## src/rtl/rxfifo_pkg.sv

```systemverilog
// Shared constants and helpers for the receive-side byte queue.
package rxfifo_pkg;

  // Width of the received byte and ceiling of the dropped-byte counter.
  localparam int unsigned     BYTE_W      = 8;
  localparam logic [7:0]      DROPPED_MAX = 8'hFF;

  // Increment that sticks at DROPPED_MAX instead of wrapping to zero.
  function automatic logic [7:0] sat_inc8(input logic [7:0] v);
    return (v == DROPPED_MAX) ? v : v + 8'd1;
  endfunction

endpackage

```

## src/rtl/rxfifo_fifo_mem.sv

```systemverilog
// Byte storage for the queue: one synchronous write port, one asynchronous
// read port, so it maps onto distributed RAM / LUTs and gives FWFT reads.
module fifo_mem #(
  parameter int unsigned LOG2DEPTH = 4
) (
  input  logic                 clk,
  input  logic                 we,
  input  logic [LOG2DEPTH-1:0] waddr,
  input  logic [7:0]           wdata,
  input  logic [LOG2DEPTH-1:0] raddr,
  output logic [7:0]           rdata
);

  localparam int unsigned DEPTH = 1 << LOG2DEPTH;

  // Contents are intentionally not reset; the pointers define what is valid.
  logic [7:0] mem_q [DEPTH];

  // Write port: store the incoming byte at the write pointer.
  always_ff @(posedge clk) begin
    if (we) begin
      mem_q[waddr] <= wdata;
    end
  end

  assign rdata = mem_q[raddr];

endmodule

```

## src/rtl/rxfifo.sv

```systemverilog
// Receive buffer behind the serial receiver. Every byte the receiver holds is
// strobed out in the same cycle so the receiver can never miss a start bit;
// bytes that find the queue full are counted and flagged instead of stalling.
module rxfifo
  import rxfifo_pkg::*;
#(
  parameter int unsigned LOG2DEPTH = 4
) (
  input  logic                 clk,
  input  logic                 resetq,
  input  logic                 uart_valid,
  input  logic [7:0]           uart_data,
  output logic                 uart_rd,
  input  logic                 rd,
  output logic                 valid,
  output logic [7:0]           data,
  output logic [LOG2DEPTH:0]   count,
  output logic                 full,
  output logic                 overrun,
  output logic [7:0]           dropped,
  input  logic                 clr_overrun
);

  localparam int unsigned            DEPTH      = 1 << LOG2DEPTH;
  localparam logic [LOG2DEPTH-1:0]   PTR_ONE    = LOG2DEPTH'(1);
  localparam logic [LOG2DEPTH:0]     CNT_ONE    = (LOG2DEPTH + 1)'(1);
  localparam logic [LOG2DEPTH:0]     FULL_COUNT = (LOG2DEPTH + 1)'(DEPTH);

  logic [LOG2DEPTH-1:0] wptr_q, wptr_d;
  logic [LOG2DEPTH-1:0] rptr_q, rptr_d;
  logic [LOG2DEPTH:0]   count_q, count_d;
  logic                 overrun_q, overrun_d;
  logic [7:0]           dropped_q, dropped_d;

  logic pop, push, drop;

  // Flags come straight from the fill level so they can never disagree with it.
  assign valid   = (count_q != '0);
  assign full    = (count_q == FULL_COUNT);
  assign count   = count_q;
  assign overrun = overrun_q;
  assign dropped = dropped_q;

  // The receiver is always drained; a full queue drops rather than holds off.
  assign uart_rd = uart_valid;

  // A pop frees a slot in the same cycle, so a full queue still accepts then.
  assign pop  = rd & valid;
  assign push = uart_valid & (~full | pop);
  assign drop = uart_valid & full & ~pop;

  fifo_mem #(
    .LOG2DEPTH (LOG2DEPTH)
  ) u_mem (
    .clk   (clk),
    .we    (push),
    .waddr (wptr_q),
    .wdata (uart_data),
    .raddr (rptr_q),
    .rdata (data)
  );

  // Next-state for pointers, fill level and the overrun bookkeeping.
  always_comb begin
    wptr_d    = wptr_q;
    rptr_d    = rptr_q;
    count_d   = count_q;
    overrun_d = overrun_q;
    dropped_d = dropped_q;

    if (push) wptr_d = wptr_q + PTR_ONE;
    if (pop)  rptr_d = rptr_q + PTR_ONE;

    case ({push, pop})
      2'b10:   count_d = count_q + CNT_ONE;
      2'b01:   count_d = count_q - CNT_ONE;
      default: count_d = count_q;
    endcase

    // A drop in the same cycle as a clear wins, and counts as the first drop.
    if (drop) begin
      overrun_d = 1'b1;
      dropped_d = clr_overrun ? 8'd1 : sat_inc8(dropped_q);
    end else if (clr_overrun) begin
      overrun_d = 1'b0;
      dropped_d = 8'd0;
    end
  end

  // State registers; reset empties the queue immediately.
  always_ff @(posedge clk or negedge resetq) begin
    if (!resetq) begin
      wptr_q    <= '0;
      rptr_q    <= '0;
      count_q   <= '0;
      overrun_q <= 1'b0;
      dropped_q <= 8'd0;
    end else begin
      wptr_q    <= wptr_d;
      rptr_q    <= rptr_d;
      count_q   <= count_d;
      overrun_q <= overrun_d;
      dropped_q <= dropped_d;
    end
  end

endmodule

```

## config.mk

```make
export PLATFORM = sky130hd
export DESIGN_NAME = rxfifo
export DESIGN_NICKNAME = d
export VERILOG_FILES = /design/src/rtl/rxfifo_pkg.sv /design/src/rtl/rxfifo_fifo_mem.sv /design/src/rtl/rxfifo.sv
export SDC_FILE = /design/constraint.sdc
export NUM_CORES = 1
export LEC_CHECK = 0
export BUFFER_PORTS_ARGS = -buffer_cell sky130_fd_sc_hd__buf_2
export CAP_MARGIN = 0
export CORE_UTILIZATION = 30
export DETAILED_ROUTE_END_ITERATION = 10
export GPL_TIMING_DRIVEN = 0
export PLACE_DENSITY = 0.45
export SYNTH_ARGS = -nofsm -noshare
export SYNTH_HDL_FRONTEND = slang
export SYNTH_SLANG_ARGS = --single-unit
```

## constraint.sdc

```tcl
create_clock -name clk -period 2.57 [get_ports clk]
set_clock_uncertainty 0.2 [all_clocks]
set_input_delay 0.1285 -clock clk [delete_from_list [all_inputs] [get_ports clk]]
set_output_delay 0.1285 -clock clk [all_outputs]
set_load 0.01 [all_outputs]
```

Yosys cells after proc, flatten, opt, wreduce, memory -nomap -nowiden

Memories as Yosys holds them, arrays and structs flattened.
Cells that the tools add are included.

Flip-flop bits (word level): 22
Memory bits (writable): 128
Bits of input ports: 13
Output and inout bits: 25
Word-level logic and storage cells: 36
Memories: 1

Add/sub/neg operators: 5
Eq/ne operators: 5
Muxes and demuxes: 9
Bitwise operators: 7
Reduce and logical (&&, ||, !) cells: 4

Memories:

| name        | words | bits a word | rd ports | clocked after Yosys merged registers in | write ports | line                  | source |
|---|---|---|---|---|---|---|---|
| u_mem.mem_q | 16    | 8           | 1        | 0                                       | 1           | rxfifo_fifo_mem.sv:17 | `logic [7:0] mem_q [DEPTH];` |

Operators with widths:

| cell                  | number |
|---|---|
| $mux W8               | 4 |
| $pmux W5 S2           | 1 |
| $add A4 B1 Y4 const B | 2 |
| $add A8 B1 Y8 const B | 1 |
| $eq A8 B8 Y1 const B  | 1 |
| $add A5 B1 Y5 const B | 1 |
| $eq A5 B5 Y1 const B  | 1 |
| $reduce_bool A5 Y1    | 1 |
| $sub A5 B1 Y5 const B | 1 |
| $and A1 B1 Y1         | 4 |
| $mux W1               | 4 |
| $reduce_bool A2 Y1    | 2 |
| $eq A2 B1 Y1 const B  | 1 |
| $eq A2 B2 Y1 const B  | 1 |
| $ne A2 B2 Y1 const B  | 1 |
| $not A1 Y1            | 2 |
| $reduce_and A2 Y1     | 1 |
| $or A1 B1 Y1          | 1 |

Logic depth before layout (Yosys ltp)

Gate-level depths: netlist of run 1.

Depth after elaboration: 6
Gate-level depth with buffers: 9
Gate-level depth less buffers: 9

Modules after synthesis

From an unflattened synthesis of run 1, not the netlist that was laid out.

Cells, all modules: 339
Area, all modules: 6,221.0 µm²

Modules (own cells, without submodules):

| module   | instances | cells an instance | area each (µm²) | sequential area each (µm²) |
|---|---|---|---|---|
| fifo_mem | 1         | 221               | 4,987.3         | 3,843.7 |
| rxfifo   | 1         | 118               | 1,233.7         | 550.5 |

Worst setup path before layout of run 1

No wires, ideal clock.

Path kind: flip-flop to flip-flop
Start: register count_q[1] (netlist: count[1])
End: register count_q[4] (netlist: count[4])
Setup time: 87 ps
Data arrival time: 2,244 ps
Data required time: 2,283 ps
Path slack: 39 ps
Cell stages (with the launch flop): 10
Buffers on the path: 0
Clock period less this slack: 2,531 ps
Cell sequence: dfrtp_1 > nor4_4 > nand2b_1 > nand3_1 > inv_1 > ha_1 > nand2b_1 > a2111o_1 > o31a_1 > o211ai_1

Longest elaborated chain between the ends: 6
Elaborated cells on any way between the ends: 12
Classes of those cells: 2 x add/sub; 3 x eq/ne; 1 x mux; 4 x bitwise; 2 x reduce/logical

RTL lines:

| what                                                     | line          | source |
|---|---|---|
| start, declared                                          | rxfifo.sv:31  | `logic [LOG2DEPTH:0] count_q, count_d;` |
| start signal, assigned                                   | rxfifo.sv:101 | `count_q <= count_d;` |
| $reduce_bool A5 Y1 *                                     | rxfifo.sv:38  | `assign valid = (count_q != '0);` |
| net valid                                                | rxfifo.sv:15  | `output logic valid,` |
| $and A1 B1 Y1 *                                          | rxfifo.sv:48  | `assign pop = rd & valid;` |
| $or A1 B1 Y1                                             | rxfifo.sv:49  | `assign push = uart_valid & (~full \| pop);` |
| $and A1 B1 Y1                                            | rxfifo.sv:49  |  |
| $eq A2 B1 Y1 / $eq A2 B2 Y1 (equally long branches)      | rxfifo.sv:74  | `case ({push, pop})` |
| $pmux W5 S2 / $reduce_bool A2 Y1 (equally long branches) | --            |  |

The timed path passes the listed nets; every way through them passes the cells marked *.
A chain may end at the register's enable or synchronous reset.

Worst setup path after layout of run 1

Start: register rptr_q[0]
End: output data[2]

Longest elaborated chain between the ends: 1

RTL lines:

| what                   | line          | source |
|---|---|---|
| start, declared        | rxfifo.sv:30  | `logic [LOG2DEPTH-1:0] rptr_q, rptr_d;` |
| start signal, assigned | rxfifo.sv:100 | `rptr_q <= rptr_d;` |
| $mem_v2 Z16 W8         | --            |  |
| end, declared          | rxfifo.sv:16  | `output logic [7:0] data,` |

Every way passes these cells.

==> results.yml, run 1 <==
timing:
  fin_crit_sh_pct: 99.0
  slew_viol_final: 0
  slew_headroom_pct: 54.9
  worst_slew_pin_slew_ps: 674
  period_minus_slack_ps: 2540
  grt_setup_unrepaired: "yes"
  fmax_mhz: 393
  tns_ps: 0
  hold_viol: 0
  setup_viol: 0
  worst_slack_ps: 25.5
global_routing:
  grt_max_degree: 23
  grt_pass1_vias: 3436
  globalRouteTotalUtil_pct: 13.5
  grt_pass1_wl_um: 20400
  grt_remaining_overflow: 0
  antenna_found_initial: 0
synth:
  synth.most_common_cell: "edfxtp_1"
  ys_async_sr_fraction_pct: 14.7
  syn_inst: 344
  synth_flop_cell: "edfxtp_1"
  synth.largest_area_cell: "edfxtp_1"
  ys_seq_area_share_pct: 71.3
  synth_cell_types: 45
  yosys_warnings: 0
  avgSynthCellArea_um2: 17.9
  syn_nets: 367
  synth_top_area_share_pct: 62.4
  synth_edf_count: 128
  netlist_area_mm2: 0.00616
  yosys-top-cells-count: "128 x edfxtp_1, 32 x mux4_2, 22 x dfrtp_1"
  synthTopCellsByArea: "edfxtp_1 62%, mux4_2 12%, dfrtp_1 8.9%"
  synth_seq_cells: 150
route:
  dr.pass1.iters: 6
  dr_total_vias: 3358
  drt_iter0_drc: 165
  via_per_inst: 4.72
  wl_per_cell_um: 18.8
  drcViolationCount: 0
  totalWireLength_um: 13400
  ant_nets: 0
final_layout:
  multi_input_area_mm2: 0.00184
  n_fill_cell: 1881
  drive_above_1_share_pct: 38.2
  insertedDiodeCount: 0
  fin_nets: 452
  area_growth_syn_to_layout_pct: 28.1
  final_cell_area_mm2: 0.00789
  final-seq-area_mm2: 0.00440
  utilization_pct: 39.1
cts:
  clk_latency_ps: 410
  cts_root_buf: "clkbuf_16"
  ctsLongestPathBuffers: 2
  cts_tree: "built"
  cts_inserted_buffers: 17
  htree_levels: 4
  clock-sinks: 150
  clk_pin_slew_ps: 60
power_and_ir_drop:
  peakVddDrop_mv: 0.474
  p_sw_mw: 2.80
  seqPwrFrac_pct: 36.3
  clkPwrFrac_pct: 28.6
  p_sw_share_pct: 32.2
  p_comb_share_pct: 35.1
  p_int_mw: 5.88
  power.density_mw_per_mm2: 1100
  power_leakage_nw: 2.73
critical_path:
  reg2reg_from: "count[1]"
  worst_setup_path_end_kind: "primary output"
  reg2reg_to: "u_mem.mem_q[12][3]"
  reg2reg_slack_ps: 90
  critical_path_class: "register to primary output"
  reg2reg_depth: 5
  crit_required_ps: 2240
  start_kind: "register"
  crit_arrival_ps: 2220
  crit_fanout: 9
status:
  outcome: "completed"
placement:
  hpwl_um: 8630
  portBuffers: 36
  placed_cell_area_mm2: 0.00668
  gp_congestion: 0.802
  preCtsSetupSlack_ps: -728
floorplan:
  die_area_mm2: 0.0211
  die_w_um: 145
  boundaryPins: 38
  core-area_mm2: 0.0202
  start_util_pct: 30.5
  rows: 52
  die_h_um: 145
min_path:
  worstHoldPathType: "input pin to asynchronous set/reset pin"
run:
  maxCapViolCount: 0
-- repair_timing --
item,4_1_cts,5_1_grt
buffers inserted,4,13
endpoints found under the hold margin,164,0
resized for setup,48,21
pin swaps,4,13
gates cloned,0,2
endpoints found under the setup margin,138,138
hold buffers,12,0
-- worst max-delay path, stage by stage, from the launching register on --
cell       delay, ps
dfrtp_1          400
clkbuf_16        210
buf_12           150
mux4_2           520
a22oi_2          260
nand2_1          110
buf_2            150
-- cells by family after synthesis --
kind of cell,Yosys count,share of synthesized area (%)
flip-flops,150,71.3
AO/OA/AOI/OAI,42,4.69
adder cells (fa/ha/maj),10,2.15
buffers and inverters,28,1.83
multiplexers,39,13.2
XOR/XNOR,9,1.28
AND/OR/NAND/NOR,66,5.54
-- layout make-up --
class | count | area share, %
Inverter | 11 | 0.523
Clock buffer | 17 | 5.39
Buffer | 16 | 1.85
Timing Repair Buffer | 67 | 6.86
Tap cell | 270 | 4.28
Clock inverter | 15 | 2.14
Multi-Input combinational cell | 166 | 23.3
Sequential cell | 150 | 55.7
-- flip-flops by register name, summed over array words and instances (netlist names) --
name	flops
overrun	1
dropped	8
u_mem.mem_q	128
rptr_q	4
count	5
wptr_q	4
-- per-stage QoR --
| step | total power, mW | instances | hold WS [ps] |
|---|---|---|---|
| after global routing | 9.12 | 712 | 39.9 |
| after CTS | 8.41 | 697 | 21.5 |
| after detailed placement | 5.60 | 650 | -55.6 |
| final | 8.68 | 712 | 19.5 |
| after global placement | 5.58 | 650 | -67.6 |
| after floorplan | 4.77 | 344 | -367 |
-- worst max path at each step --
stage | from | endpoint | slack (ps) | cells past startpoint
after global routing | count[1] | u_mem.mem_q[7][5] | -100 | 5
after global placement | count[0] | u_mem.mem_q[3][3] | -680 | 4
final | rptr_q[0] | data[2] | 30 | 6
after floorplan | count[1] | count[4] | 40 | 9
after detailed placement | count[1] | u_mem.mem_q[0][3] | -730 | 4
after CTS | rptr_q[0] | data[2] | -20 | 6
-- power groups by stage --
stage	registers (mW)	clock network [mW]	logic, mW
4_1_cts	3.15	2.54	2.72
3_5_place_dp	3.18	0	2.42
3_3_place_gp	3.17	0	2.41
2_1_floorplan	3.15	0	1.62
6_report	3.15	2.48	3.04
5_1_grt	3.19	2.64	3.29
-- routing by layer --
layer | global-route usage (%) | up-vias | wire, um
met1 | 18.4 | 1735 | 6360
li1 | - | 1554 | -
met2 | 20.4 | 54 | 6390
met4 | 5.58 | 0 | 259
met3 | 3.52 | 15 | 372
met5 | 0 | - | 0
-- placed cells by master, fill, tap and decap left out, types with 4 or more instances in the layout --
master and count:
a22oi_1 6, ha_1 8, o21ai_0 5, nor3_4 4, clkbuf_16 20, nor2_2 6
buf_4 13, inv_1 11, buf_1 5, nor2_4 6, mux4_2 32, nand3_1 5
a21oi_1 7, inv_6 5, a22oi_2 10, nor2_1 5, buf_12 7, edfxtp_1 128
dlygate4sd3_1 12, dfrtp_1 20, buf_2 36, nand2_1 16, xnor2_1 7, nand2b_1 4
No activity file was read; power rests on OpenSTA's default activity.
==> run 2: changes to the inputs <==
--- a/config.mk
+++ b/config.mk
@@ -7,10 +7,10 @@
 export LEC_CHECK = 0
 export BUFFER_PORTS_ARGS = -buffer_cell sky130_fd_sc_hd__buf_2
 export CAP_MARGIN = 0
-export CORE_UTILIZATION = 30
+export CORE_UTILIZATION = 58
 export DETAILED_ROUTE_END_ITERATION = 10
 export GPL_TIMING_DRIVEN = 0
-export PLACE_DENSITY = 0.45
+export PLACE_DENSITY = 0.77
 export SYNTH_ARGS = -nofsm -noshare
 export SYNTH_HDL_FRONTEND = slang
 export SYNTH_SLANG_ARGS = --single-unit
==> results.yml, run 2 (synthesis results as in run 1) <==
cts:
  ctsLongestPathBuffers: 2
  cts_root_buf: "clkbuf_8"
  htree_levels: 4
  clk_pin_slew_ps: 60
  clock-sinks: 150
  cts_tree: "built"
  clk_latency_ps: 530
  cts_inserted_buffers: 17
final_layout:
  final_cell_mix: "128 x edfxtp_1, 36 x buf_2, 32 x mux4_2"
  drive_above_1_share_pct: 37.6
  mostFrequentLayoutCell: "edfxtp_1"
  largest_reg_flops: 128
  insertedDiodeCount: 0
  utilization_pct: 74.0
  area_growth_syn_to_layout_pct: 23.9
  fin_nets: 444
  final_cell_area_mm2: 0.00764
  largest_register: "u_mem.mem_q"
  finalNonFillerCells: 569
power_and_ir_drop:
  power.density_mw_per_mm2: 1130
  peakVddDrop_mv: 0.599
  power_leakage_nw: 2.69
  total_power_mw: 8.64
route:
  dr_total_vias: 3432
  totalWireLength_um: 12800
  wl_per_cell_um: 22.4
  ant_nets: 0
  via_per_inst: 6.03
  drt_iter0_drc: 320
  drcViolationCount: 0
  dr.pass1.iters: 5
critical_path:
  crit_family: "multiplexers"
  cpMaxStageDelayCell: "mux4_2"
  crit_arrival_ps: 2310
  cpPeakStageDelay_ps: 530
  crit_chain: "clkbuf_16, buf_12, mux4_2, a22oi_2, nand2_1, buf_2"
  crit_required_ps: 2240
  crit_fanout: 6
  critical_path_class: "register to primary output"
  start_kind: "register"
  worst_setup_path_end_kind: "primary output"
  cp.buffers_inverters: 3
status:
  outcome: "finished, violations left"
  violations: "negative setup slack"
timing:
  slew_headroom_pct: 34.4
  whs_ps: 322
  fmax_mhz: 379
  grt_setup_unrepaired: "yes"
  slew_viol_final: 0
  fin_crit_sh_pct: 103
  tns_ps: -257
  setup_viol: 7
  hold_viol: 0
  worst_slew_pin_slew_ps: 981
  period_minus_slack_ps: 2640
  worst_slack_ps: -66.5
global_routing:
  globalRouteTotalUtil_pct: 25.4
  grt_pass1_vias: 3609
  antenna_found_initial: 0
  grt_max_degree: 23
  grt_pass1_wl_um: 19800
  grt_remaining_overflow: 0
placement:
  dp_cells: 516
  preCtsSetupSlack_ps: -560
  placed_cell_area_mm2: 0.00651
  portBuffers: 36
  gp_congestion: 0.881
  hpwl_um: 7760
floorplan:
  die_w_um: 105
  die_h_um: 105
  start_util_pct: 59.7
  boundaryPins: 38
  rows: 37
  core-area_mm2: 0.0103
  die_area_mm2: 0.0110
min_path:
  worstHoldPathType: "input pin to register"
run:
  maxCapViolCount: 0
## run 2: changes by cell type in the layout (fill, tap and decap cells not counted), sizes merged
cell,before,now
clkinv,4,6
bufinv,2,4
dlygate4sd3,12,13
buf,64,56
clkinvlp,3,2
inv,17,12
## run 2: path summary, 6_finish.rpt
path                            start    endpoint  slack, ps  cells past startpoint
min reg2reg                   overrun     overrun        330                      2
max reg2reg                  count[0]    count[4]         50                     10
max in group asynchronous      resetq   rptr_q[1]        870                      3
min in group asynchronous      resetq  dropped[3]        640                      3
max                         rptr_q[0]     data[3]        -70                      6
min                        uart_valid    count[4]        320                      4
## run 2: timing repair
action | CTS | global route
gates resized for setup | 51 | 15
endpoints found under the hold margin | 168 | 0
buffers inserted | 6 | 3
cloned | 2 | 0
setup endpoints to repair | 138 | 137
pin swaps | 13 | 7
hold buffers | 13 | 0
## run 2: tightest hold or removal path, delay by kind of cell
kind / cells / cell delay, ps
compound gates: 1 / 90
buf+inv: 2 / 700
simple gates: 1 / 80
## run 2: power by group
group	switching [mW]	leakage, nW	internal [mW]
clock network	0.951	0.291	1.57
registers	0.217	1.43	2.97
logic	1.50	0.972	1.42
total	2.67	2.69	5.96
## run 2: final cells by class
cell class | instances | area (um^2)
multi-input combinational | 166 | 1840
buffer | 15 | 136
clock buffer | 18 | 418
inverter | 11 | 43.8
clock inverter | 13 | 181
timing repair buffer | 60 | 449
sequential | 150 | 4400
tap | 136 | 170
fill | 591 | 2690
## run 2: metal layers
layer / routed length (um) / GRT usage [%]
met5: 0 / 0
met4: 289 / 9.26
met3: 753 / 6.80
met2: 6550 / 42.3
met1: 5160 / 32.2
